$ cat src/rtl/div_operand_front.sv
// div_operand_front
//   Issue stage for the 32-bit add/subtract-alternating sign-magnitude divider.
//   Accepts a dividend/divisor pair over valid/ready and converts both to 33-bit
//   sign-magnitude words (bit 32 always 0). The signs travel on separate sideband
//   outputs. The words are held stable for the divider's LATENCY-cycle pipeline,
//   and a one-cycle capture strobe is raised when the divider result is valid.
//
// Parameters
//   LATENCY  cycles from operand launch to divider result valid (>= 2)
//   CNT_W    hold counter width (2**CNT_W > LATENCY)
//
// Configuration macro
//   DIV_FRONT_DBZ_BYPASS_EN  divide-by-zero ops skip the hold count and strobe
//                            on the cycle after accept
//
// Ports
//   clk, rst_n                 clock (rising edge), async active-low reset
//   in_valid / in_ready        operand handshake; ready only while idle
//   in_signed                  1: two's complement operands, 0: unsigned
//   in_dividend, in_divisor    32-bit operands
//   div_dividend, div_divisor  33-bit magnitudes to the divider
//   busy                       operation in flight
//   cap_strobe                 1-cycle pulse: divider outputs valid
//   q_neg, r_neg               quotient / remainder sign sidebands
//   dbz                        divisor was zero for the current op
module div_operand_front #(
  parameter int LATENCY = 100,
  parameter int CNT_W   = 7
) (
  input  logic        clk,
  input  logic        rst_n,
  input  logic        in_valid,
  output logic        in_ready,
  input  logic        in_signed,
  input  logic [31:0] in_dividend,
  input  logic [31:0] in_divisor,
  output logic [32:0] div_dividend,
  output logic [32:0] div_divisor,
  output logic        busy,
  output logic        cap_strobe,
  output logic        q_neg,
  output logic        r_neg,
  output logic        dbz
);

  typedef enum logic [1:0] {
    IDLE = 2'd0,
    HOLD = 2'd1,
    DONE = 2'd2
  } state_t;

  state_t           state, state_nx;
  logic [CNT_W-1:0] cnt, cnt_nx;

  logic        accept;
  logic        a_neg, b_neg, b_zero;
  logic [31:0] a_mag, b_mag;

  assign accept = in_valid && (state == IDLE);

  // Two's-complement negate maps 0x8000_0000 onto itself, which is exactly the
  // required magnitude for -2^31.
  assign a_neg  = in_signed && in_dividend[31];
  assign b_neg  = in_signed && in_divisor[31];
  assign a_mag  = a_neg ? (~in_dividend + 32'd1) : in_dividend;
  assign b_mag  = b_neg ? (~in_divisor + 32'd1) : in_divisor;
  assign b_zero = (in_divisor == '0);

  // Operand and sideband registers: written only on the accept edge.
  always_ff @(posedge clk or negedge rst_n) begin
    if (!rst_n) begin
      div_dividend <= '0;
      div_divisor  <= '0;
      q_neg        <= 1'b0;
      r_neg        <= 1'b0;
      dbz          <= 1'b0;
    end else if (accept) begin
      div_dividend <= {1'b0, a_mag};
      div_divisor  <= {1'b0, b_mag};
      q_neg        <= b_zero ? 1'b0 : (a_neg ^ b_neg);
      r_neg        <= b_zero ? 1'b0 : a_neg;
      dbz          <= b_zero;
    end
  end

  always_ff @(posedge clk or negedge rst_n) begin
    if (!rst_n) begin
      state <= IDLE;
      cnt   <= '0;
    end else begin
      state <= state_nx;
      cnt   <= cnt_nx;
    end
  end

  // The counter is loaded with LATENCY-1 and leaves HOLD as it reaches zero, so
  // the first HOLD cycle is cycle 1 after launch and DONE lands on cycle LATENCY.
  always_comb begin
    state_nx = state;
    cnt_nx   = cnt;
    case (state)
      IDLE: begin
        if (in_valid) begin
`ifdef DIV_FRONT_DBZ_BYPASS_EN
          if (b_zero) begin
            state_nx = DONE;
            cnt_nx   = '0;
          end else begin
            state_nx = HOLD;
            cnt_nx   = CNT_W'(LATENCY - 1);
          end
`else
          state_nx = HOLD;
          cnt_nx   = CNT_W'(LATENCY - 1);
`endif
        end
      end
      HOLD: begin
        cnt_nx = cnt - 1'b1;
        if (cnt <= CNT_W'(1)) begin
          state_nx = DONE;
          cnt_nx   = '0;
        end
      end
      DONE: begin
        state_nx = IDLE;
      end
      default: begin
        state_nx = IDLE;
        cnt_nx   = '0;
      end
    endcase
  end

  assign in_ready   = (state == IDLE);
  assign busy       = (state == HOLD) || (state == DONE);
  assign cap_strobe = (state == DONE);

endmodule

$ cat config.mk
export PLATFORM = sky130hd
export DESIGN_NAME = div_operand_front
export DESIGN_NICKNAME = d
export VERILOG_FILES = /design/src/rtl/div_operand_front.sv
export SDC_FILE = /design/constraint.sdc
export NUM_CORES = 1
export LEC_CHECK = 0
export BUFFER_PORTS_ARGS = -buffer_cell sky130_fd_sc_hd__buf_2
export CAP_MARGIN = 20
export CORE_MARGIN = 10
export CORE_UTILIZATION = 50
export DETAILED_ROUTE_END_ITERATION = 7
export PLACE_DENSITY_LB_ADDON = 0.2
export SYNTH_ARGS = -nofsm -noshare
export SYNTH_HDL_FRONTEND = slang
export SYNTH_SLANG_ARGS = --single-unit
$ cat constraint.sdc
create_clock -name clk -period 3.75 [get_ports clk]
set_input_delay 0 -clock clk [delete_from_list [all_inputs] [get_ports clk]]
set_output_delay 0 -clock clk [all_outputs]
set_load 0.01 [all_outputs]
==> out/qor.csv <==
stage;metric;value;unit
clock_network;CTS tree;done;
placed_design;post-DP HPWL;9050;um
floorplan;Die X;113;um
floorplan;std cell rows;33;
clock_network;Hold-fix buffers, CTS;52;
sta;slew margin rel.;31.7;%
critical_path;CP startpoint;in_divisor[0];
route;Routed wire per std cell;16.6;um
yosys;top_reg_cell synth;dfrtp_1;
yosys;simple-gate portion of the synthesized area;19.8;%
pwr;LEAKAGE;2.70;nW
critical_path;worst flop-to-flop path startpoint;cnt[2]$_DFFE_PN0P_;
yosys;Compound-Gate Fraction of Synth Area;18.2;%
clock_network;clock tree buffer depth;2;
grt;largest net degree at the start of global routing;136;
yosys;xor/xnor share of the synthesized area;11.9;%
route;routed wire length;13200;um
grt;M2 GR Usage;33.5;%
status;status;complete, no violations;
clock_network;Worst-Skew Late Latency;0.35;ns
yosys;area share of the largest cell type after synthesis;43.7;%
sta;setup violators final;0;
clock_network;TritonCTS buffer count;9;
grt;Congestion Overflow GR;0;
grt;first-pass GRT wire length;21400;um
critical_path;Setup Crit Path Kind;input pin to register;
critical_path;Critical Path RT;4.03;ns
floorplan;I/O Pins;140;
sta;final setup TNS;0;ns
sta;Max Clk Rate;382;MHz
critical_path;R2R Path End;cnt[3]$_DFFE_PN0P_;
critical_path;reg2reg path depth;5;
flow_run;max cap viols;0;
layout;P&R area growth vs syn;34.8;%
critical_path;R2R setup slack;1.55;ns
yosys;Post-Syn Area;4350;um2
grt;initial antenna violation count;0;
floorplan;height of the die;113;um
yosys;adder-cell share of the synthesized area;2.01;%
pwr;clock network power share;19.3;%
grt;GR Util met3;6.34;%
clock_network;number of gates resized after CTS;0;
sta;WHS;0.0106;ns
yosys;Seq cells post-synth;76;
layout;NumNets Final;760;
route;via count;4263;
pwr;P per Cell Area;632;nW/um2
yosys;largest family of logic cells by synthesized area;simple AND/OR/NAND/NOR gates;
yosys;Netlist cell types;42;
yosys;syn avg cell area;8.58;um2
clock_network;Worst-path clk slew;0.09;ns
placed_design;Placed Cells;726;
yosys;post-synth top area cell;dfrtp_1;
pwr;register share of total power;38.6;%
sta;Worst Skew;0.00670;ns
sta;final hold vios;0;
clock_network;clk sink count;76;
clock_network;# H-tree levels;3;
layout;layout cells sized above 1;23.5;%
route;Antenna Violating Nets Remaining;0;
sta;count of final max-slew check failures;0;
yosys;Async S/R FF share, synth;100;%
critical_path;critical path startpoint category;input pin;
pwr;Pint;0.00222;W
route;vias per cell;5.36;
layout;commonest cells after routing, fill and taps aside;buf_2 (136), nand2_1 (87), o21ai_0 (79);
critical_path;Crit. End Element;register;
yosys;synth warn;0;
pwr;Net Sw Frac;40.1;%
sta;period utilization;69.7;%
critical_path;critical path data arrival time;2.89;ns
layout;final instance area;5860;um2
pwr;combinational share of power;42.1;%
yosys;Seq/Total Area, Yosys;43.7;%
sta;Tightest Pin Transition;1.01;ns
grt;vias in the first global route;4306;
floorplan;DIE AREA;12800;um2
placed_design;placed cell areas;5080;um2
layout;ant diodes;0;
grt;GRT Total Usage;20.0;%
pwr;IR drop worst, VDD;0.378;mV
yosys;cell count after synthesis;507;
floorplan;core area;8340;um2
route;drt initial violations;235;
layout;Fill cells;661;
yosys;Synth area leaders;dfrtp_1 (44%), o21ai_0 (9.1%), nand2_1 (7.6%), xor2_1 (6.4%), xnor2_1 (5.4%);
yosys;number of enable flip-flop cells after synthesis;0;
sta;unrepaired setup endpoints after global routing;no;
placed_design;GP Congestion;0.899;
clock_network;CTS root buf;clkbuf_8;
floorplan;starting density of the core;52.1;%
route;first drt pass iteration count;4;
placed_design;Buffers on Ports;137;
worst_hold_path;hold path cells;3;
worst_hold_path;Hold Crit Class;input pin to register;
grt;busiest grt layer;met2;
critical_path;critical path fanouts, max;7;
grt;grt met1 use;23.0;%
layout;final cell count without fillers;795;
sta;min Tclk post-route;2.61;ns
pwr;Psw;0.00148;W
clock_network;Post-CTS Setup Bufs;0;
critical_path;Worst setup endpoint;div_divisor[31]$_DFFE_PN0P_;
yosys;multiplexer share of the synthesized area;0.719;%
layout;most common cell after layout, fill and taps aside;buf_2;
route;DRC;0;
[cell families (layout without fill, tap and decap cells)]
kind of cell    Yosys count  count (layout)
compound gates          137             137
xor+xnor                 59              59
fa+ha+maj                 7               7
buf+inv                  39             221
flops                    76              76
mux                       3               3
other cells               1               2
simple gates            185             185
[cell usage after synthesis (2+ instances only)]
master	instances
nor3_1	15
nand2b_1	4
inv_1	14
xnor2_1	27
o21ai_0	79
a41oi_1	3
a21oi_1	18
buf_4	2
o41ai_1	4
nand3_1	5
nor4_1	8
or4_1	4
o21ai_1	9
xor2_1	32
o21a_1	2
dfrtp_1	76
clkbuf_1	21
nor3b_1	3
nand4_1	6
or4_4	3
and2_1	2
mux2i_1	2
o31ai_1	9
buf_1	2
and3_1	2
a31oi_1	7
nor2_1	34
nand2_1	88
ha_1	7
or3_1	7
[routing by layer]
metal	vias up	share of wire, %
li1	2119	-
met1	1962	42
met2	155	48
met3	27	8.1
met4	0	2.3
met5	-	0
[worst min-delay path by stage]
| stage | start | to | slack, ns |
|---|---|---|---|
| final | in_divisor[12] | div_divisor[12]$_DFFE_PN0P_ | 0.01 |
| after CTS | in_divisor[8] | div_divisor[8]$_DFFE_PN0P_ | 0.0006 |
| after floorplan | rst_n | cnt[0]$_DFFE_PN0P_ | -0.30 |
| after detailed placement | rst_n | div_divisor[25]$_DFFE_PN0P_ | 0.22 |
| after global routing | in_dividend[13] | div_dividend[13]$_DFFE_PN0P_ | 0.02 |
| after global placement | rst_n | cnt[5]$_DFFE_PN0P_ | 0.21 |
[registers in the layout, indices dropped and copies added, names as in the netlist]
name          flops
div_divisor      32
r_neg             1
cnt               7
dbz               1
q_neg             1
div_dividend     32
state             2
[metrics by stage]
stage / util (%) / total power, W / setup slack [ns]
after floorplan: - / 0.00228 / 1.64
after global placement: 61.0 / 0.00288 / 1.42
after detailed placement: 61.0 / 0.00294 / 1.38
after CTS: 69.9 / 0.00370 / 1.20
after global routing: 70.3 / 0.00400 / 0.981
final: 70.3 / 0.00370 / 1.14
[layout make-up]
| type | count | area [um2] | share of cell area [%] |
|---|---|---|---|
| Clock buffer | 11 | 141 | 2.41 |
| Sequential cell | 76 | 1900 | 32.5 |
| Tap cell | 105 | 131 | 2.24 |
| Clock inverter | 5 | 85.1 | 1.45 |
| Multi-Input combinational cell | 393 | 2300 | 39.3 |
| Inverter | 14 | 52.6 | 0.897 |
| Timing Repair Buffer | 191 | 1240 | 21.2 |
[critical path, stage by stage]
cell           delay (ns)
dlygate4sd3_1        0.54
buf_2                0.13
or3_1                0.47
nor4_1               0.46
nand2b_1             0.24
o41ai_1              0.29
nand2_1              0.08
dlygate4sd3_1        0.56
o21ai_1              0.12
[power by group through the flow]
stage | Clock, W | Sequential, W | Combinational [W]
after global placement | 0 | 0.00142 | 0.00146
final | 0.000715 | 0.00143 | 0.00156
after CTS | 0.000726 | 0.00142 | 0.00155
after floorplan | 0 | 0.00157 | 0.000703
after global routing | 0.000763 | 0.00147 | 0.00176
after detailed placement | 0 | 0.00144 | 0.00150
(Power assumes the default switching activity.)
